--- config.mk ---
export PLATFORM = sky130hd
export DESIGN_NAME = id_ex_hazard_stage
export DESIGN_NICKNAME = d
export VERILOG_FILES = /design/src/rtl/id_ex_hazard_stage.sv
export SDC_FILE = /design/constraint.sdc
export NUM_CORES = 1
export LEC_CHECK = 0
export ABC_AREA = 1
export CORE_MARGIN = 3
export CORE_UTILIZATION = 41
export DETAILED_ROUTE_END_ITERATION = 10
export GPL_TIMING_DRIVEN = 0
export PLACE_DENSITY_LB_ADDON = 0.15
export REMOVE_ABC_BUFFERS = 1
export SYNTH_ARGS = -nofsm -noshare
export SYNTH_HDL_FRONTEND = slang
export SYNTH_SLANG_ARGS = --single-unit
--- constraint.sdc ---
create_clock -name clk -period 3.2 [get_ports clk]
set_input_delay 0.48 -clock clk [delete_from_list [all_inputs] [get_ports clk]]
set_output_delay 0.48 -clock clk [all_outputs]
set_load 0.02 [all_outputs]
--- src/rtl/id_ex_hazard_stage.sv ---
// ID/EX pipeline register with load-use hazard detection, memory-wait freeze and branch flush.
// Optional stall statistics counter enabled by defining HAZARD_STATS_EN.
module id_ex_hazard_stage #(
  parameter int unsigned     DATA_W = 16,
  parameter int unsigned     REG_W  = 4,
  parameter int unsigned     CTRL_W = 12,
  parameter logic [REG_W-1:0] NO_REG = 4'hF
) (
  input  logic              clk,
  input  logic              rst,
  input  logic              id_valid,
  input  logic [REG_W-1:0]  id_src,
  input  logic [REG_W-1:0]  id_dest,
  input  logic              id_uses_src,
  input  logic              id_uses_dest,
  input  logic [DATA_W-1:0] id_src_val,
  input  logic [DATA_W-1:0] id_dest_val,
  input  logic [DATA_W-1:0] id_imm,
  input  logic [CTRL_W-1:0] id_ctrl,
  input  logic              id_is_load,
  input  logic              mem_stall,
  input  logic              ex_flush,
  output logic              stall_if_id,
  output logic              ex_valid,
  output logic [REG_W-1:0]  ex_src,
  output logic [REG_W-1:0]  ex_dest,
  output logic [DATA_W-1:0] ex_src_val,
  output logic [DATA_W-1:0] ex_dest_val,
  output logic [DATA_W-1:0] ex_imm,
  output logic [CTRL_W-1:0] ex_ctrl,
  output logic              ex_is_load,
  output logic [15:0]       stall_cycles
);

  typedef enum logic [1:0] {StRun, StBubble, StFreeze} state_e;

  state_e              state_q, state_d;
  logic                ex_valid_q, ex_valid_d;
  logic [REG_W-1:0]    ex_src_q, ex_src_d;
  logic [REG_W-1:0]    ex_dest_q, ex_dest_d;
  logic [DATA_W-1:0]   ex_src_val_q, ex_src_val_d;
  logic [DATA_W-1:0]   ex_dest_val_q, ex_dest_val_d;
  logic [DATA_W-1:0]   ex_imm_q, ex_imm_d;
  logic [CTRL_W-1:0]   ex_ctrl_q, ex_ctrl_d;
  logic                ex_is_load_q, ex_is_load_d;
  logic                hazard;

  always_comb begin
    // In BUBBLE the load has left EX, so no dependency can be seen against it.
    hazard = ex_valid_q & ex_is_load_q & id_valid & (state_q != StBubble) &
             ((id_uses_src & (id_src == ex_dest_q)) | (id_uses_dest & (id_dest == ex_dest_q)));

    state_d       = state_q;
    stall_if_id   = 1'b0;
    ex_valid_d    = ex_valid_q;
    ex_src_d      = ex_src_q;
    ex_dest_d     = ex_dest_q;
    ex_src_val_d  = ex_src_val_q;
    ex_dest_val_d = ex_dest_val_q;
    ex_imm_d      = ex_imm_q;
    ex_ctrl_d     = ex_ctrl_q;
    ex_is_load_d  = ex_is_load_q;

    if (rst) begin
      state_d = StRun;
    end else if (ex_flush || (!mem_stall && hazard)) begin
      // Bubble: no real register codes, so forwarding can never match it.
      ex_valid_d    = 1'b0;
      ex_src_d      = NO_REG;
      ex_dest_d     = NO_REG;
      ex_src_val_d  = '0;
      ex_dest_val_d = '0;
      ex_imm_d      = '0;
      ex_ctrl_d     = '0;
      ex_is_load_d  = 1'b0;
      if (ex_flush) begin
        state_d = StRun;
      end else begin
        stall_if_id = 1'b1;
        state_d     = StBubble;
      end
    end else if (mem_stall) begin
      stall_if_id = 1'b1;
      state_d     = StFreeze;
    end else begin
      ex_valid_d    = id_valid;
      ex_src_d      = id_uses_src ? id_src : NO_REG;
      ex_dest_d     = id_uses_dest ? id_dest : NO_REG;
      ex_src_val_d  = id_src_val;
      ex_dest_val_d = id_dest_val;
      ex_imm_d      = id_imm;
      ex_ctrl_d     = id_ctrl;
      ex_is_load_d  = id_is_load;
      state_d       = StRun;
    end
  end

  always_ff @(posedge clk) begin
    if (rst) begin
      state_q       <= StRun;
      ex_valid_q    <= 1'b0;
      ex_src_q      <= NO_REG;
      ex_dest_q     <= NO_REG;
      ex_src_val_q  <= '0;
      ex_dest_val_q <= '0;
      ex_imm_q      <= '0;
      ex_ctrl_q     <= '0;
      ex_is_load_q  <= 1'b0;
    end else begin
      state_q       <= state_d;
      ex_valid_q    <= ex_valid_d;
      ex_src_q      <= ex_src_d;
      ex_dest_q     <= ex_dest_d;
      ex_src_val_q  <= ex_src_val_d;
      ex_dest_val_q <= ex_dest_val_d;
      ex_imm_q      <= ex_imm_d;
      ex_ctrl_q     <= ex_ctrl_d;
      ex_is_load_q  <= ex_is_load_d;
    end
  end

  assign ex_valid    = ex_valid_q;
  assign ex_src      = ex_src_q;
  assign ex_dest     = ex_dest_q;
  assign ex_src_val  = ex_src_val_q;
  assign ex_dest_val = ex_dest_val_q;
  assign ex_imm      = ex_imm_q;
  assign ex_ctrl     = ex_ctrl_q;
  assign ex_is_load  = ex_is_load_q;

`ifdef HAZARD_STATS_EN
  logic [15:0] stall_cnt_q, stall_cnt_d;

  always_comb begin
    stall_cnt_d = stall_cnt_q;
    if (stall_if_id && (stall_cnt_q != 16'hFFFF)) begin
      stall_cnt_d = stall_cnt_q + 16'd1;
    end
  end

  always_ff @(posedge clk) begin
    if (rst) begin
      stall_cnt_q <= '0;
    end else begin
      stall_cnt_q <= stall_cnt_d;
    end
  end

  assign stall_cycles = stall_cnt_q;
`else
  assign stall_cycles = '0;
`endif

endmodule

Word level (Yosys, flattened, before mapping):

Cells that the tools add are included.

* bits in registers: 72
* input bits: 76
* word-level logic and storage cells: 32

* eq/ne operators: 3
* muxes and demuxes: 9
* bitwise logic cells: 7
* reductions and logical operators: 4

Operators with widths (number)
* $eq A4 B4 Y1: 2
* $mux W4: 2
* $and A1 B1 Y1: 6
* $mux W1: 5
* $mux W2: 2
* $ne A2 B1 Y1 const B: 1
* $reduce_or A2 Y1: 1
* $logic_and A1 B1 Y1: 1
* $logic_not A1 Y1: 1
* $logic_or A1 B1 Y1: 1
* $or A1 B1 Y1: 1

Longest topological paths before layout:

* word-level depth: 8
* depth in mapped cells: 10
* gate-level depth less buffers: 9

Worst setup path after synthesis:

OpenSTA, ideal clock, no wires.

* path kind: input -> output
* from: input port rst
* to: output port stall_if_id
* arrival: 1.575 ns
* path slack: 1.145 ns
* stages on the path: 4
* path through: nor2_1 > buf_2 > inv_1 > o21ai_0

* cells in the longest elaborated chain, start to end: 1

Ends and longest elaborated chain
* start: declaration: RTL line 10 `input logic rst,`
* $mux W1: RTL line 64 `if (rst) begin`
* end: declaration: RTL line 23 `output logic stall_if_id,`

Every way passes these cells.

Worst setup path after layout:

Ends and elaborated chain as after synthesis.

==> impl_metrics.csv <==
group,metric,value,unit
outcome,outcome,"finished clean",
worst_setup_path,crit_path_max_incr_delay,0.75,ns
logic_synthesis,seq_area_frac_synth,0.4929,
logic_synthesis,synth-seq-cells,72,
final_layout,multi_input_comb_area,1234,sq um
worst_hold_path,min_from,"ex_src[2]",
worst_setup_path,cpMaxStageDelayCell,"nor2_1",
grt,grt_pass1_wl,11370,um
routing,vias_per_cell,4.475,
grt,antenna_found_initial,0,
sta,rsz0062_at_grt,"no",
cts,postCtsSetupRepairBufs,0,
worst_setup_path,cpMostUsedCell,"clkdlybuf4s50_1",
floorplanning,initial_core_util,0.4257,
grt,grt_max_degree,63,
sta,finalMaxSlewViolations,0,
sta,hold_slack,0.4840,ns
cts,worstSkewPairLatency,0.34,ns
floorplanning,fp.dieH,90.45,um
placed_design,place_ws,0.1231,ns
logic_synthesis,synth_area_leaders,"dfxtp_1 49%, mux2i_1 21%, nor2_1 7.6%",
final_layout,regArea,1441,sq um
logic_synthesis,syn_area,2924,sq um
placed_design,post-dp-hpwl,5058,um
power,power_density,478.5,nW/um^2
logic_synthesis,ys_warn_count,0,
worst_setup_path,cp.depth,5,
worst_setup_path,crit_type,"primary input to primary output",
final_layout,diodes,0,
final_layout,nFillCells,596,
worst_setup_path,regToRegStartpoint,"ex_dest[1]",
worst_setup_path,rrSetupSlack,1.57,ns
worst_setup_path,cp.arrival,2.57,ns
sta,finClkSkew,0.01119,ns
final_layout,area_delta_synth_final,57.38,%
worst_hold_path,holdCritPathClass,"flip-flop to flip-flop",
placed_design,place_area,4345,sq um
final_layout,drive_above_1_share,0.06652,
logic_synthesis,synth_cell_types,19,
sta,post-route-min-period,3.055,ns
worst_setup_path,path_delay_family,"buffers and inverters",
logic_synthesis,synth_flop_cell,"dfxtp_1",
power,pwr-share-clk,0.420,
logic_synthesis,post_synth.cell_area_avg,9.556,sq um
cts,numClockSinks,72,
power,p_int,1703,uW
power,comb_power_share,0.153,
power,seqPwrFrac,0.427,
worst_setup_path,startpoint,"rst",
job,max-cap-violations,0,
final_layout,final_util,0.6699,
grt,grt_overflow,0,
worst_setup_path,path_cells,"clkdlybuf4s50_1 -> nor2_1 -> inv_1 -> o21ai_0 -> clkdlybuf4s50_1",
worst_setup_path,worstSetupEndpointType,"primary output",
power,power,2202,uW
logic_synthesis,ys_top_cells_by_count,"72 x dfxtp_1, 61 x mux2i_1, 59 x nor2_1",
sta,fmax,327.4,MHz
worst_setup_path,required,2.72,ns
logic_synthesis,synth-async-reset-ratio,0,
routing,ant_nets,0,
floorplanning,fp-row-count,30,
grt,grt_usage,0.1731,
final_layout,fin_nets,523,
sta,setup_violations,0,
sta,worst_slew_pin_slew,0.9692,ns
cts,cts_buffers,9,
sta,fin_crit_sh,0.9546,
logic_synthesis,synth.most_common_cell,"dfxtp_1",
worst_setup_path,critPathCapture,"stall_if_id",
cts,root_buffer,"clkbuf_8",
placed_design,io_buffers,146,
grt,grt_pass1_vias,2382,
placed_design,globalplace.congestion,0.8654,
worst_setup_path,critPathBufInv,3,
routing,dr.pass1.iters,4,
sta,finalHoldViolations,0,
cts,cts-resized-gates,0,
cts,postCtsHoldBufs,0,
logic_synthesis,synth_top_area_frac,0.4929,
power,ir_drop,291.1,uV
cts,max-clock-path-buffers,2,
power,leakagePower,0.002004,uW
routing,drt_iter0_markers,34,
floorplanning,core,6869,sq um
cts,cts_tree,"built",
power,switching_share,0.2268,
worst_setup_path,r2r_end,"ex_ctrl[6]",
cts,clkTransAtPathRegs,0.06,ns
routing,vias,2448,
worst_setup_path,reg2regPathDepth,9,
routing,wire_per_inst,13.03,um
power,p_sw,499.5,uW
logic_synthesis,synth_edf_count,0,
worst_setup_path,crit_fanout,11,
floorplanning,pin_count,163,
final_layout,design_area,4602,sq um
routing,drc,0,
logic_synthesis,netlist_instances,306,
worst_setup_path,worstSetupStartpointType,"primary input",
logic_synthesis,synth_top_area_cell,"dfxtp_1",
sta,slew_headroom,0.3515,
sta,setup_ws,0.1452,ns
floorplanning,die-area,8181,sq um
cts,htreeDepth,3,
floorplanning,die_w,90.45,um
routing,routed_wirelength,7126,um
power by group through the flow:
stage               Combinational, uW  Clock (uW)  Sequential (uW)
finish                            336         925              941
detailed placement                337           0              962
global route                      362         985              945
floorplan                         107           0              997
global placement                  349           0              961
CTS                               340         953              942
worst reg2reg max path, delay by kind of cell, from the launching register on:
kind	cells	cell delay (ns)
buffers and inverters	1	0.09
DFF	1	0.42
and+or+nand+nor	8	0.99
stage by stage:
stage	std cells	TNS [ns]
after floorplan	289	0
after detailed placement	532	0
after CTS	547	0
final	547	0
after global routing	547	0
after global placement	531	-131.96
kinds of logic after synthesis:
| kind of cell | synth area share |
|---|---|
| and+or+nand+nor | 0.1523 |
| DFF | 0.4929 |
| muxes | 0.2088 |
| buffers and inverters | 0.1044 |
| AOI/OAI and AO/OA | 0.03723 |
| xor gates and xnor gates | 0.002996 |
| other | 0.001282 |
cell usage in the layout (no fill, tap or decap), types with 2 or more instances in the layout:
cell type and count:
nand2_1 17, o21ai_1 2, inv_1 17, dfxtp_1 72, nor2_2 11, conb_1 16, clkdlybuf4s50_1 145, mux2i_1 61
a21oi_1 17, clkbuf_8 9, nor2_1 59, nand3_1 12, bufinv_16 4
registers in the layout, summed over array words and instances (netlist names):
signal and count:
ex_ctrl 12, ex_imm 16, ex_dest 4, state_q 2, ex_src_val 16, ex_dest_val 16, ex_valid 1, ex_is_load 1
ex_src 4
routing by layer:
layer,GRT usage,share of wire,vias up
met3,0.08833,0.11,10
met5,0,0,-
met4,0.08291,0.017,0
met2,0.2757,0.46,108
met1,0.1913,0.41,1091
li1,-,-,1239
worst min-delay path by stage:
stage | endpoint | slack [ns] | cells after the start
floorplan | state_q[0] | 0.53 | 3
global placement | ex_src[2] | 0.47 | 2
detailed placement | ex_src[2] | 0.47 | 2
CTS | ex_src[2] | 0.49 | 2
global route | ex_src[1] | 0.53 | 2
finish | ex_src[2] | 0.48 | 2
area by class of cell:
cell class | instances | area share
Timing Repair Buffer | 147 | 0.3230
Sequential cell | 72 | 0.3132
Multi-Input combinational cell | 200 | 0.2681
Clock inverter | 5 | 0.02800
Clock buffer | 10 | 0.02773
Tap cell | 96 | 0.02610
Inverter | 17 | 0.01387
(Power assumes the default switching activity.)
